**config.mk**
```make
export PLATFORM = sky130hd
export DESIGN_NAME = mos6532_riot
export DESIGN_NICKNAME = d
export VERILOG_FILES = /design/src/rtl/mos6532_riot.sv
export SDC_FILE = /design/constraint.sdc
export NUM_CORES = 1
export LEC_CHECK = 0
export ABC_AREA = 0
export BUFFER_PORTS_ARGS = -buffer_cell sky130_fd_sc_hd__buf_2
export CAP_MARGIN = 10
export CORE_MARGIN = 10
export CORE_UTILIZATION = 55
export CTS_BUF_LIST = sky130_fd_sc_hd__clkbuf_4 sky130_fd_sc_hd__clkbuf_8 sky130_fd_sc_hd__clkbuf_16
export DETAILED_ROUTE_END_ITERATION = 10
export PLACE_DENSITY_LB_ADDON = 0.25
export SYNTH_ARGS = -nofsm -noshare
export SYNTH_HDL_FRONTEND = slang
export SYNTH_SLANG_ARGS = --single-unit
```
**constraint.sdc**
```tcl
create_clock -name CLK -period 4.02 [get_ports CLK]
set_clock_uncertainty 0.05 [all_clocks]
set_input_delay 1.206 -clock CLK [delete_from_list [all_inputs] [get_ports CLK]]
set_output_delay 1.206 -clock CLK [all_outputs]
set_load 0.03 [all_outputs]
```
**src/rtl/mos6532_riot.sv**
```systemverilog
// RIOT bus responder for the 6507: 128-byte RAM, two I/O ports with DDRs,
// interval timer and PA7 edge detector with active-low interrupt output.
// Ports: CLK, RES_n (async, active-low); bus A[6:0], CS, RS_n, R_W_n, Din, Dout;
//        PA_in/PB_in pins, PA_out/PB_out (ORA/ORB), PA_ddr/PB_ddr, IRQ_n.
module mos6532_riot #(
    parameter logic [7:0] TIM_RESET_VAL = 8'hFF
) (
    input  logic       CLK,
    input  logic       RES_n,
    input  logic [6:0] A,
    input  logic       CS,
    input  logic       RS_n,
    input  logic       R_W_n,
    input  logic [7:0] Din,
    output logic [7:0] Dout,
    input  logic [7:0] PA_in,
    input  logic [7:0] PB_in,
    output logic [7:0] PA_out,
    output logic [7:0] PB_out,
    output logic [7:0] PA_ddr,
    output logic [7:0] PB_ddr,
    output logic       IRQ_n
);

    logic [7:0]  ram [0:127];
    logic [7:0]  ora, ddra, orb, ddrb;
    logic [7:0]  intim;
    logic [9:0]  ps;
    logic [10:0] iv;
    logic        tflag, pflag, tie, pie, ep, pa7_prev;

    logic        sel_ram, sel_io, sel_tim;
    logic        ld_tim, ld_edge, rd_intim, rd_flags;
    logic [7:0]  pa_rd, pb_rd;
    logic        pa7_edge, tick, underflow;
    logic [10:0] iv_sel;

    assign sel_ram  = CS & ~RS_n;
    assign sel_io   = CS & RS_n & ~A[2];
    assign sel_tim  = CS & RS_n & A[2];
    assign ld_tim   = sel_tim & ~R_W_n & A[4];
    assign ld_edge  = sel_tim & ~R_W_n & ~A[4];
    assign rd_intim = sel_tim & R_W_n & ~A[0];
    assign rd_flags = sel_tim & R_W_n & A[0];

    assign pa_rd = (PA_in & ~ddra) | (ora & ddra);
    assign pb_rd = (PB_in & ~ddrb) | (orb & ddrb);

    // EP=1 watches for 0->1, EP=0 for 1->0 on the effective PA7 value
    assign pa7_edge  = ep ? (~pa7_prev & pa_rd[7]) : (pa7_prev & ~pa_rd[7]);
    assign tick      = (ps == 10'd0);
    assign underflow = tick & (intim == 8'h00);

    assign PA_out = ora;
    assign PB_out = orb;
    assign PA_ddr = ddra;
    assign PB_ddr = ddrb;
    assign IRQ_n  = ~((tflag & tie) | (pflag & pie));

    always_comb begin
        iv_sel = 11'd1;
        unique case (A[1:0])
            2'b00: iv_sel = 11'd1;
            2'b01: iv_sel = 11'd8;
            2'b10: iv_sel = 11'd64;
            2'b11: iv_sel = 11'd1024;
        endcase
    end

    always_comb begin
        Dout = 8'h00;
        if (CS && R_W_n) begin
            if (!RS_n) begin
                Dout = ram[A];
            end else if (!A[2]) begin
                unique case (A[1:0])
                    2'b00: Dout = pa_rd;
                    2'b01: Dout = ddra;
                    2'b10: Dout = pb_rd;
                    2'b11: Dout = ddrb;
                endcase
            end else if (!A[0]) begin
                Dout = intim;
            end else begin
                Dout = {tflag, pflag, 6'b0};
            end
        end
    end

    // RAM has no reset; contents survive RES_n
    always_ff @(posedge CLK) begin
        if (sel_ram && !R_W_n) ram[A] <= Din;
    end

    always_ff @(posedge CLK or negedge RES_n) begin
        if (!RES_n) begin
            ora      <= 8'h00;
            ddra     <= 8'h00;
            orb      <= 8'h00;
            ddrb     <= 8'h00;
            intim    <= TIM_RESET_VAL;
            iv       <= 11'd1024;
            ps       <= 10'd1023;
            tflag    <= 1'b0;
            pflag    <= 1'b0;
            tie      <= 1'b0;
            pie      <= 1'b0;
            ep       <= 1'b0;
            pa7_prev <= 1'b0;
        end else begin
            if (sel_io && !R_W_n) begin
                unique case (A[1:0])
                    2'b00: ora  <= Din;
                    2'b01: ddra <= Din;
                    2'b10: orb  <= Din;
                    2'b11: ddrb <= Din;
                endcase
            end

            if (ld_tim) begin
                intim <= Din;
                iv    <= iv_sel;
                ps    <= 10'(iv_sel - 11'd1);
            end else if (tick) begin
                intim <= intim - 8'd1;
                if (intim == 8'h00) begin
                    // after underflow count once per cycle until reloaded
                    iv <= 11'd1;
                    ps <= 10'd0;
                end else begin
                    ps <= 10'(iv - 11'd1);
                end
            end else begin
                ps <= ps - 10'd1;
            end

            // load beats underflow; underflow beats the read-clear
            if (ld_tim)         tflag <= 1'b0;
            else if (underflow) tflag <= 1'b1;
            else if (rd_intim)  tflag <= 1'b0;

            if (ld_tim || rd_intim) tie <= A[3];

            if (ld_edge) begin
                ep  <= A[0];
                pie <= A[1];
            end

            if (pa7_edge)      pflag <= 1'b1;
            else if (rd_flags) pflag <= 1'b0;

            pa7_prev <= pa_rd[7];
        end
    end

endmodule
```
==> results.md <==
* LEAKAGE at 18.4 nW
* Drt first pass iters at 8
* Met3 wire length at 12300 um
* # rows at 103
* Status: finished with violations
* Worst-path cell chain: buf_6, buf_4, buf_4, nand3b_1, buf_12, o22ai_4, nor4_2, a211oi_2, nor4_4, a221oi_2, buf_4
* Crit path max-delay family: compound AO/OA/AOI/OAI gates
* Setup crit end kind: output port
* Die Wd at 303 um
* Worst-path clk slew at 60 ps
* Clk buf depth at 3
* Setup TNS at -5260 ps
* Syn Std Cell Area at 43900 um2
* Clk Latency, worst-skew pair at 690 ps
* 1st-iter DRT viols at 3587
* Util after Layout at 67.3%
* PD cells at 464 nW/um2
* Die footprint at 91600 um2
* Met2 Wirelength at 58700 um
* Max-cap violations at 0
* CTS tree: built
* Final layout net count at 3013
* Met1 Wirelength at 47400 um
* Root buffer cell: clkbuf_16
* Fmax achieved at 210 MHz
* Slew headroom at 31.0%
* Startpoint Class: primary input
* #FFs+latches synth at 1083
* Synthesized Nets at 2526
* WL final at 123000 um
* DRC viols at 0
* Yosys cell types at 83
* Arr. time, crit path at 3500 ps
* Hold Path Class: primary input to async pin
* GRT Overall Usage at 26.6%
* Crit path time final at 4760 ps
* Ys flop type: edfxtp_1
* Commonest cells after routing, fill and taps aside: 1024 x edfxtp_1, 386 x buf_4, 176 x mux2i_1
* Seq/Total Area, Yosys at 73.4%
* Crit path top cell by count: buf_4
* Final std cells w/o fill at 4115
* Max layer used: met5
* Dpl ws at -1060 ps
* First-pass GRT wire length at 179000 um
* Num CTS Buffers at 106
* Layout area overhead at 21.3%
* GR Overflow Total at 0
* Syn Area/Cell at 17.7 um2
* IO Port Bufs at 76
* Vias in the first global route at 26.2k
* Fin Hold WS at 355 ps
* Fin worst setup slack at -739 ps
* Crit path kind: primary input to output port
* Placed Cells at 3889
* Hpwl dp at 81500 um
* DR vias/cell at 6.39
* Top Ports at 77
* Endpoints failing hold at 0
* Number of enable flip-flop cells after synthesis at 1024
* Detail Route Antenna Nets at 0
* Slew @ Worst Pin at 1030 ps
* Via count at 26.3k
* Wire length per cell at 29.9 um
* Starting Density at 55.5%
* CTS sink cnt at 1083
* Asr flop ratio synth at 5.45%
* Final period utilization at 118%
* VDD IR max at 0.354 mV
* Number of hold buffers added after CTS at 0
* CP bufs+invs at 5
* Critical path's largest stage delay at 460 ps
* CP required at 2760 ps
* Cells after Synth at 2485
* RSZ-0062 raised after global routing: true
* Most common cell after layout, fill and taps aside: edfxtp_1
* Max Slew Vio Count at 0
* Yosys Warn Count at 0
* Share of post-route cells with drive strength above 1 at 33.8%
* Largest net degree at the start of global routing at 70
* Htree depth at 3
* Slowest-stage cell, CP: a211oi_2
* Initial antenna violation count at 5
* Die height at 303 um
* Failing checks: setup timing
* Worst Path Max Fanout at 13
* Final setup fails at 8
* Gp weighted congestion at 0.910
* Core area at 79100 um2
-- per-stage QoR --
| step | area, um2 | power (mW) |
|---|---|---|
| 2_1_floorplan | 44300 | 14.0 |
| 3_3_place_gp | 48500 | 14.9 |
| 3_5_place_dp | 48500 | 15.0 |
| 4_1_cts | 53000 | 24.8 |
| 5_1_grt | 53300 | 25.4 |
| 6_report | 53300 | 24.7 |
-- flip-flops by register name, summed over array words and instances (netlist names), 3 cells and up --
name and flops:
ram 1024, PB_ddr 8, PA_ddr 8, PA_out 8, intim 8, ps 10, iv 3, PB_out 8
-- synth_stat cells (10+ instances only) --
| library cell | count | area, um2 |
|---|---|---|
| a21oi_1 | 128 | 641 |
| nor2_1 | 174 | 653 |
| o21ai_0 | 27 | 135 |
| nand3_1 | 48 | 240 |
| mux4_2 | 120 | 2700 |
| dfstp_2 | 18 | 473 |
| nand3b_1 | 20 | 150 |
| o2bb2ai_1 | 42 | 368 |
| nand2_1 | 93 | 349 |
| inv_1 | 13 | 48.8 |
| o221ai_1 | 13 | 114 |
| o22ai_1 | 57 | 357 |
| nor3_1 | 14 | 70.1 |
| a22oi_1 | 45 | 338 |
| mux2_2 | 48 | 541 |
| nor3b_1 | 12 | 90.1 |
| mux2i_1 | 177 | 1770 |
| a31oi_1 | 10 | 62.6 |
| clkbuf_1 | 50 | 188 |
| buf_6 | 37 | 417 |
| nand2b_1 | 18 | 113 |
| edfxtp_1 | 1024 | 30700 |
| mux4_1 | 16 | 420 |
| dfrtp_1 | 41 | 1030 |
| buf_2 | 26 | 130 |
| buf_4 | 36 | 270 |
| a31o_2 | 12 | 105 |
| nor2b_1 | 14 | 87.6 |
-- what timing repair did --
action	in CTS	in global routing
buffers inserted	18	1
pin swaps	42	32
endpoints found under the setup margin	8	8
gates cloned	8	2
resized for setup	146	42
-- power breakdown --
part	switching (mW)	internal, mW
Combinational	1.32	0.912
Clock	4.25	5.56
Sequential	0.154	12.5
Total	5.72	19.0
-- path summary, 6_finish.rpt --
| kind | startpoint | to | slack, ps | depth (start not counted) |
|---|---|---|---|---|
| min in group CLK | pa7_prev$_DFF_PN0_ | pflag$_DFFE_PN0P_ | 470 | 1 |
| setup / recovery | A[3] | Dout[3] | -740 | 11 |
| hold reg to reg | pa7_prev$_DFF_PN0_ | pflag$_DFFE_PN0P_ | 470 | 1 |
| hold / removal | RES_n | PB_out[7]$_DFFE_PN0P_ | 360 | 1 |
| setup reg to reg | ps[0]$_DFF_PN1_ | intim[6]$_DFFE_PN1P_ | 1630 | 8 |
| max in group asynchronous | RES_n | intim[1]$_DFFE_PN1P_ | 2800 | 3 |
-- routing by layer --
metal | up-vias | GRT usage, %
met5 | - | 0
met4 | 2 | 9.92
met3 | 272 | 5.01
met2 | 1548 | 42.1
met1 | 13463 | 36.7
li1 | 11020 | -
-- kinds of logic (layout without fill, tap and decap cells) --
kind of cell    count (synthesis)  after routing  share of synthesized area [%]
compound gates                406            406                           6.25
fa+ha+maj                       5              5                          0.142
buf+inv                       170            748                           2.55
simple gates                  445            445                           4.96
mux                           363            363                           12.4
flops                        1083           1083                           73.4
other cells                     0              2                              0
xor+xnor                       13             13                          0.259
-- layout make-up --
| type | count | area (um2) |
|---|---|---|
| timing repair buffer | 535 | 4850 |
| fill | 5138 | 25800 |
| clock buffer | 133 | 2890 |
| inverter | 14 | 56.3 |
| multi-input combinational | 1232 | 11400 |
| sequential | 1083 | 32200 |
| tap | 1050 | 1310 |
| clock inverter | 66 | 569 |
| antenna | 2 | 5.00 |
(Power assumes the default switching activity.)
